File: src/rtl/instruction_fetch_pkg.sv
// Shared types and defaults for the instruction fetch stage and its IF/ID register.
package instruction_fetch_pkg;

    localparam int WORD_W = 32;

    localparam logic [WORD_W-1:0] RESET_PC_DEFAULT = 32'h0000_0000;
    localparam logic [WORD_W-1:0] NOP_WORD_DEFAULT = 32'h0000_0000;

    typedef enum logic [1:0] {
        BOOT   = 2'd0,
        RUN    = 2'd1,
        HALTED = 2'd2
    } fetch_state_e;

    typedef enum logic [1:0] {
        IFID_LOAD   = 2'd0,
        IFID_HOLD   = 2'd1,
        IFID_BUBBLE = 2'd2
    } ifid_op_e;

    // J-format target: upper nibble of the delay-slot PC, word index, byte offset 0.
    function automatic logic [WORD_W-1:0] jump_target(input logic [WORD_W-1:0] pc_plus4,
                                                      input logic [25:0]       index);
        return (pc_plus4 & 32'hF000_0000) | {4'b0000, index, 2'b00};
    endfunction

endpackage

File: src/rtl/instruction_fetch_if_id_reg.sv
// IF/ID pipeline register: loads a fetched word, holds it, or collapses to a bubble.
module if_id_reg
    import instruction_fetch_pkg::*;
#(
    parameter logic [WORD_W-1:0] NOP_WORD = NOP_WORD_DEFAULT
) (
    input  logic              clk_i,
    input  logic              rst_i,
    input  ifid_op_e          op_i,
    input  logic [WORD_W-1:0] instr_i,
    input  logic [WORD_W-1:0] pc_plus4_i,
    output logic [WORD_W-1:0] instr_o,
    output logic [WORD_W-1:0] pc_plus4_o,
    output logic              valid_o
);

    logic [WORD_W-1:0] instr_q, instr_d;
    logic [WORD_W-1:0] pc_plus4_q, pc_plus4_d;
    logic              valid_q, valid_d;

    always_comb begin
        instr_d    = instr_q;
        pc_plus4_d = pc_plus4_q;
        valid_d    = valid_q;
        unique case (op_i)
            IFID_LOAD: begin
                instr_d    = instr_i;
                pc_plus4_d = pc_plus4_i;
                valid_d    = 1'b1;
            end
            IFID_BUBBLE: begin
                instr_d    = NOP_WORD;
                pc_plus4_d = '0;
                valid_d    = 1'b0;
            end
            default: ;
        endcase
    end

    always_ff @(posedge clk_i or posedge rst_i) begin
        if (rst_i) begin
            instr_q    <= NOP_WORD;
            pc_plus4_q <= '0;
            valid_q    <= 1'b0;
        end else begin
            instr_q    <= instr_d;
            pc_plus4_q <= pc_plus4_d;
            valid_q    <= valid_d;
        end
    end

    assign instr_o    = instr_q;
    assign pc_plus4_o = pc_plus4_q;
    assign valid_o    = valid_q;

endmodule

File: src/rtl/instruction_fetch.sv
// Fetch stage: PC register, next-PC selection, BOOT/RUN/HALTED control and fetch counter.
module instruction_fetch
    import instruction_fetch_pkg::*;
#(
    parameter logic [WORD_W-1:0] RESET_PC = RESET_PC_DEFAULT,
    parameter logic [WORD_W-1:0] NOP_WORD = NOP_WORD_DEFAULT
) (
    input  logic              clk,
    input  logic              reset,
    input  logic              stall,
    input  logic              flush,
    input  logic              halt,
    input  logic              branch_taken,
    input  logic [WORD_W-1:0] branch_target,
    input  logic              jump,
    input  logic [25:0]       jump_index,
    output logic [WORD_W-1:0] imem_addr,
    input  logic [WORD_W-1:0] imem_instr,
    output logic [WORD_W-1:0] if_id_instr,
    output logic [WORD_W-1:0] if_id_pc_plus4,
    output logic              if_id_valid,
    output logic [WORD_W-1:0] fetch_count
);

    fetch_state_e      state_q, state_d;
    logic [WORD_W-1:0] pc_q, pc_d;
    logic [WORD_W-1:0] fetch_count_q, fetch_count_d;
    logic [WORD_W-1:0] pc_plus4;
    ifid_op_e          ifid_op;

    assign pc_plus4  = pc_q + 32'd4;
    assign imem_addr = pc_q;

    always_comb begin
        state_d = state_q;
        pc_d    = pc_q;
        ifid_op = IFID_BUBBLE;
        unique case (state_q)
            BOOT: begin
                state_d = RUN;
            end
            RUN: begin
                if (halt) begin
                    // The halt edge freezes the PC and drops the word being fetched.
                    state_d = HALTED;
                end else if (branch_taken) begin
                    pc_d = branch_target & 32'hFFFF_FFFC;
                end else if (jump) begin
                    pc_d = jump_target(if_id_pc_plus4, jump_index);
                end else if (stall) begin
                    ifid_op = flush ? IFID_BUBBLE : IFID_HOLD;
                end else begin
                    pc_d    = pc_plus4;
                    ifid_op = flush ? IFID_BUBBLE : IFID_LOAD;
                end
            end
            HALTED: ;
            default: state_d = BOOT;
        endcase
    end

    assign fetch_count_d = (ifid_op == IFID_LOAD) ? fetch_count_q + 32'd1 : fetch_count_q;

    always_ff @(posedge clk or posedge reset) begin
        if (reset) begin
            state_q       <= BOOT;
            pc_q          <= RESET_PC;
            fetch_count_q <= '0;
        end else begin
            state_q       <= state_d;
            pc_q          <= pc_d;
            fetch_count_q <= fetch_count_d;
        end
    end

    assign fetch_count = fetch_count_q;

    if_id_reg #(
        .NOP_WORD(NOP_WORD)
    ) u_if_id_reg (
        .clk_i     (clk),
        .rst_i     (reset),
        .op_i      (ifid_op),
        .instr_i   (imem_instr),
        .pc_plus4_i(pc_plus4),
        .instr_o   (if_id_instr),
        .pc_plus4_o(if_id_pc_plus4),
        .valid_o   (if_id_valid)
    );

endmodule

File: config.mk
export PLATFORM = sky130hd
export DESIGN_NAME = instruction_fetch
export DESIGN_NICKNAME = d
export VERILOG_FILES = /design/src/rtl/instruction_fetch_pkg.sv /design/src/rtl/instruction_fetch_if_id_reg.sv /design/src/rtl/instruction_fetch.sv
export SDC_FILE = /design/constraint.sdc
export NUM_CORES = 1
export LEC_CHECK = 0
export BUFFER_PORTS_ARGS = -buffer_cell sky130_fd_sc_hd__clkbuf_2
export CAP_MARGIN = 20
export CORE_AREA = 4 4 119 121
export CTS_CLUSTER_SIZE = 8
export DETAILED_ROUTE_END_ITERATION = 6
export DIE_AREA = 0 0 123 125
export PLACE_DENSITY = 0.8
export SETUP_SLACK_MARGIN = 0.15
export SLEW_MARGIN = 20
export SYNTH_ARGS = -nofsm -noshare
export SYNTH_HDL_FRONTEND = slang
export SYNTH_SLANG_ARGS = --single-unit
File: constraint.sdc
create_clock -name clk -period 5.6 [get_ports clk]
set_input_delay 1.12 -clock clk [delete_from_list [all_inputs] [get_ports clk]]
set_output_delay 1.12 -clock clk [all_outputs]
set_load 0.05 [all_outputs]
======== Yosys cells after proc, flatten, opt, wreduce, memory -nomap -nowiden ========
Cells that the tools add are included.
storage, ports and cells
  memories ................................ 0
  word-level logic and storage cells ...... 36
  flip-flop bits (word level) ............. 131
  memory bits (read-only) ................. 0
  latch bits .............................. 0
  RAM bits ................................ 0
  input port bits ......................... 97
  output and inout bits ................... 129
cells by class
  $mul .................................... 0
  equal/unequal tests ..................... 5
  bitwise logic cells ..................... 3
  order comparisons ....................... 0
  add/sub/neg operators ................... 2
  div/mod/pow operators ................... 0
  reduce and logical (&&, ||, !) cells .... 5
  shift-type cells ........................ 0
  multiplexer cells ....................... 15
operators with widths
  kind                                                   number
  case mux 32 bit (2 select lines)                       2
  two-way mux 32 bit                                     3
  adder 32 x 1 -> 32 bit, second input constant          1
  adder 32 x 3 -> 32 bit, second input constant          1
  bitwise OR 32 x 28 -> 32 bit                           1
  two-way mux 2 bit                                      8
  case mux 2 bit (3 select lines)                        1
  equality test 2 bit, second input constant             2
  zero test 2 bit                                        2
  inequality test 3 x 1 -> 1 bit, second input constant  1
  AND reduction 3 bit                                    1
  equality test 2 x 1 -> 1 bit, second input constant    1
  inequality test 2 bit, second input constant           1
  NOT 1 bit                                              2
  case mux 1 bit (2 select lines)                        1
  AND reduction 2 bit                                    1
  nonzero test 2 bit                                     1

======== Logic depth before layout (Yosys ltp) ========
  depth in word-level cells ............... 8
  mapped depth ............................ 8
  depth with buffers taken out ............ 6

======== Cells and area by module ========
A second synthesis with hierarchy kept.
second synthesis, totals
  cells, all modules ...................... 578
  area, all modules ....................... 6228.5 um^2
by module, submodules not included
  module             sequential area each (um^2)  instances  area each (um^2)  cells each
  instruction_fetch  1601.5                       1          3908.7            432
  if_id_reg          1626.6                       1          2319.7            146

======== Worst setup path after synthesis ========
OpenSTA, ideal clock, no wires.
  kind .................................... input to register
  start ................................... input jump
  end ..................................... register u_if_id_reg.pc_plus4_q[30] (netlist: u_if_id_reg.pc_plus4_o[30])
  stages .................................. 8
  path buffers ............................ 4
  setup time .............................. 0.065 ns
  arrival time ............................ 2.482 ns
  data required time ...................... 5.535 ns
  slack ................................... 3.053 ns
  cells stage by stage .................... clkbuf_1 or2_1 buf_2 or3_1 clkbuf_1 buf_4 a21oi_1 o21a_1
between the ends
  word-level cells in the longest chain between the ends .. 6
  elaborated cells on any way between the ends .. 8
  those cells by class .................... eq/ne: 1; mux: 5; reduce/logical: 2
ends and longest elaborated chain
  element                                                                        line                               source
  start: declaration                                                             instruction_fetch.sv:15            input logic jump,
  two-way mux 2 bit (*)                                                          instruction_fetch.sv:48            end else if (jump) begin
  two-way mux 2 bit (*)                                                          instruction_fetch.sv:46            end else if (branch_taken) begin
  two-way mux 2 bit (*)                                                          instruction_fetch.sv:43            if (halt) begin
  two-way mux 2 bit (*)                                                          instruction_fetch.sv:38            unique case (state_q)
  equality test 2 bit / zero test 2 bit (equally long branches)                  instruction_fetch_if_id_reg.sv:25  unique case (op_i)
  case mux 32 bit (2 select lines) / nonzero test 2 bit (equally long branches)  --
  end signal: assignment                                                         instruction_fetch_if_id_reg.sv:47  pc_plus4_q <= pc_plus4_d;
  end: declaration                                                               instruction_fetch_if_id_reg.sv:18  logic [WORD_W-1:0] pc_plus4_q, pc_plus4_d;
Mark *: on every way between the ends. The rest lies on a longest branch, timed or not.
A chain may end at the register's enable or synchronous reset.

======== Worst setup path after layout ========
  start ................................... input branch_taken
  end ..................................... register fetch_count_q[9] (netlist: fetch_count[9])
between the ends
  word-level cells in the longest chain between the ends .. 4
ends and longest elaborated chain
  element                 line                     source
  start: declaration      instruction_fetch.sv:13  input logic branch_taken,
  two-way mux 2 bit       instruction_fetch.sv:46
  two-way mux 2 bit       instruction_fetch.sv:43
  two-way mux 2 bit       instruction_fetch.sv:38
  zero test 2 bit         instruction_fetch.sv:62  assign fetch_count_d = (ifid_op == IFID_LOAD) ? fetch_count_q + 32'd1 : fetch_count_q;
  end signal: assignment  instruction_fetch.sv:72  fetch_count_q <= fetch_count_d;
  end: declaration        instruction_fetch.sv:27  logic [WORD_W-1:0] fetch_count_q, fetch_count_d;
Every way passes these cells.

==> out/results.ini <==
[sta]
hold_violations = 0
min_period_over_period_pct = 60.8
worst_pin_slew_ns = 0.984
finalCriticalPeriod_ns = 3.40
fmax_mhz = 294
relSlewSlack_pct = 34.4
rsz0062_at_grt = false
layout_setup_ws_ns = 2.20
setup_viol = 0
finalSetupTns_ns = 0
fin_skew_ns = 0.00615
drv_slew = 0

[yosys]
avgSynthCellArea_um2 = 10.0
netlist.area_leader.share_pct = 49.0
yosysMostFrequentCell = dfrtp_1
async_flop_share_pct = 100
synth_common_cells = dfrtp_1 (128), nor2_1 (74), a21oi_1 (52)
ys_ff_latch = 128
yosysWarningCount = 0
synthTopCellsByArea = dfrtp_1 (49%), mux2i_1 (6.6%), xnor2_1 (4.8%)
ys_seq_area_share_pct = 49.0
netlist_area_um2 = 6540
yosys.area.top_type = dfrtp_1
synth_flop_cell = dfrtp_1
ys_types = 60
syn_inst = 654
synth_edf_count = 0

[cells_and_area]
final_cells = 1050
fillers = 1072
area_growth_pct = 27.3
finish.utilization_pct = 63.6
final_nets = 960
diodes = 0
design_area_um2 = 8330
drive_above_1_share_pct = 32.3

[run]
cap_viol_max_count = 0

[setup_path]
worst-path-max-fanout = 51
worst_setup_path_start_kind = input port
critPathKind = in2reg
required_ns = 5.90
regToRegStartpoint = imem_addr[2]$_DFFE_PP0P_
arrival_ns = 3.71
regToRegEndpoint = u_if_id_reg.pc_plus4_o[22]$_DFFE_PP0P_
ff2ff_setup_slack_ns = 3.13
rr_worst_depth = 6
end_kind = flip-flop

[detailed_routing]
drtIter0Drc = 535
vias_per_cell = 5.60
drt_first_pass_iters = 5
final_antenna_net_count = 0
via_count = 5883
drc = 0
wirelength_um = 18700
wl_per_cell_um = 17.8

[cts]
hold_buffers = 0
cts_setup_buffers = 0
cts_buffer_depth = 2
cts-resized-gates = 0
cts_sinks = 128
cts_buffers = 17
cts_tree = yes
htree_levels = 4
cts.clk_slew.worst_paths_ns = 0.06
cts_root_buf = clkbuf_16
clock_insertion_delay_worst_skew_ns = 0.42

[placement]
numPortBuffers = 221
routabilityCongestion = 0.836
post-dp-hpwl_um = 13200
placed_cells = 1018
pre_cts_ws_ns = 1.76
dpl_cell_area_um2 = 7740

[power]
leakagePower_nw = 4.30
vdd_drop_max_mv = 0.168
power.density_nw_per_um2 = 417

[worst_hold_path]
min_path_type = reg2reg
min_path_cells = 1
min_from = fetch_count[31]$_DFFE_PP0N_
holdPathEnd = fetch_count[31]$_DFFE_PP0N_

[status]
status = completed

[die]
die_y_um = 125
core_area_um2 = 13100
ios = 226
dieWidth_um = 123
initial_core_util_pct = 50.0
rows = 42
die_area_um2 = 15400

[grt]
grt_overflow = 0
grt_max_degree = 59
grt_pass1_wl_um = 29500
track_usage_pct = 24.5
grt_pass1_vias = 5688
antenna_found_initial = 0

[cells in the final DEF (no fill, tap or decap), drive strengths merged, types with 8 or more instances in the layout]
master / count
clkbuf: 239
inv: 19
nor2: 74
o31a: 8
mux2i: 43
and3: 17
a21oi: 52
xor2: 20
nand3: 24
xnor2: 36
o21ai: 28
dfrtp: 128
o22ai: 13
nor3: 15
nor4: 9
nand4: 16
nand2: 40
[per-stage QoR]
| step | power (W) | hold WS (ns) |
|---|---|---|
| global placement | 0.00237 | 0.478 |
| floorplan | 0.00208 | 0.471 |
| finish | 0.00347 | 0.488 |
| CTS | 0.00348 | 0.489 |
| global route | 0.00363 | 0.507 |
| detailed placement | 0.00239 | 0.476 |
[kinds of logic after synthesis]
group                      synth area share (%)
DFF                                        49.0
other                                    0.0573
buffers and inverters                      3.88
muxes                                      6.75
xor gates and xnor gates                   7.50
adders and majority gates                 0.382
and+or+nand+nor                            18.6
AOI/OAI and AO/OA                          13.9
[layer usage]
layer	wire length [µm]	GRT usage [%]	up-vias	share of wire [%]
li1	-	-	2753	-
met1	7620	32.1	2801	41
met2	8770	38.0	292	47
met3	1850	7.86	37	9.9
met4	404	9.25	0	2.2
met5	0	0	-	0
[how the worst max path moves through the flow]
stage / start / endpoint / slack, ns / cells after the start
after floorplan: reset / fetch_count[0]$_DFFE_PP0N_ / 1.07 / 1
after global placement: branch_taken / fetch_count[9]$_DFFE_PP0N_ / 1.77 / 6
after detailed placement: branch_taken / fetch_count[9]$_DFFE_PP0N_ / 1.76 / 6
after CTS: branch_taken / fetch_count[9]$_DFFE_PP0N_ / 2.21 / 6
after global routing: branch_taken / fetch_count[9]$_DFFE_PP0N_ / 2.00 / 6
final: branch_taken / fetch_count[9]$_DFFE_PP0N_ / 2.20 / 6
[flip-flops by register name, summed over array words and instances (netlist names)]
register	count
fetch_count	32
u_if_id_reg.valid_o	1
u_if_id_reg.instr_o	32
u_if_id_reg.pc_plus4_o	31
state_q	2
imem_addr	30
[cell type report]
cell class | instances | area [µm²] | area share (%)
inverter | 19 | 73.8 | 0.887
clock inverter | 13 | 140 | 1.68
tap | 176 | 220 | 2.65
timing repair buffer | 227 | 1150 | 13.8
multi-input combinational | 468 | 3090 | 37.2
sequential | 128 | 3200 | 38.5
clock buffer | 19 | 443 | 5.32
[worst max-delay path: stages]
cell,delay [ns]
clkbuf_2,0.48
or2_1,0.65
or3_2,0.97
nor2_1,0.21
nand2_1,0.09
xnor2_1,0.14
[power by group]
part / internal [W] / leakage, nW / switching, W
clock network: 0.000665 / 0.275 / 0.000418
registers: 0.00105 / 1.72 / 0.000216
logic: 0.000322 / 2.31 / 0.000801
Power figures use the tool's default switching activity.
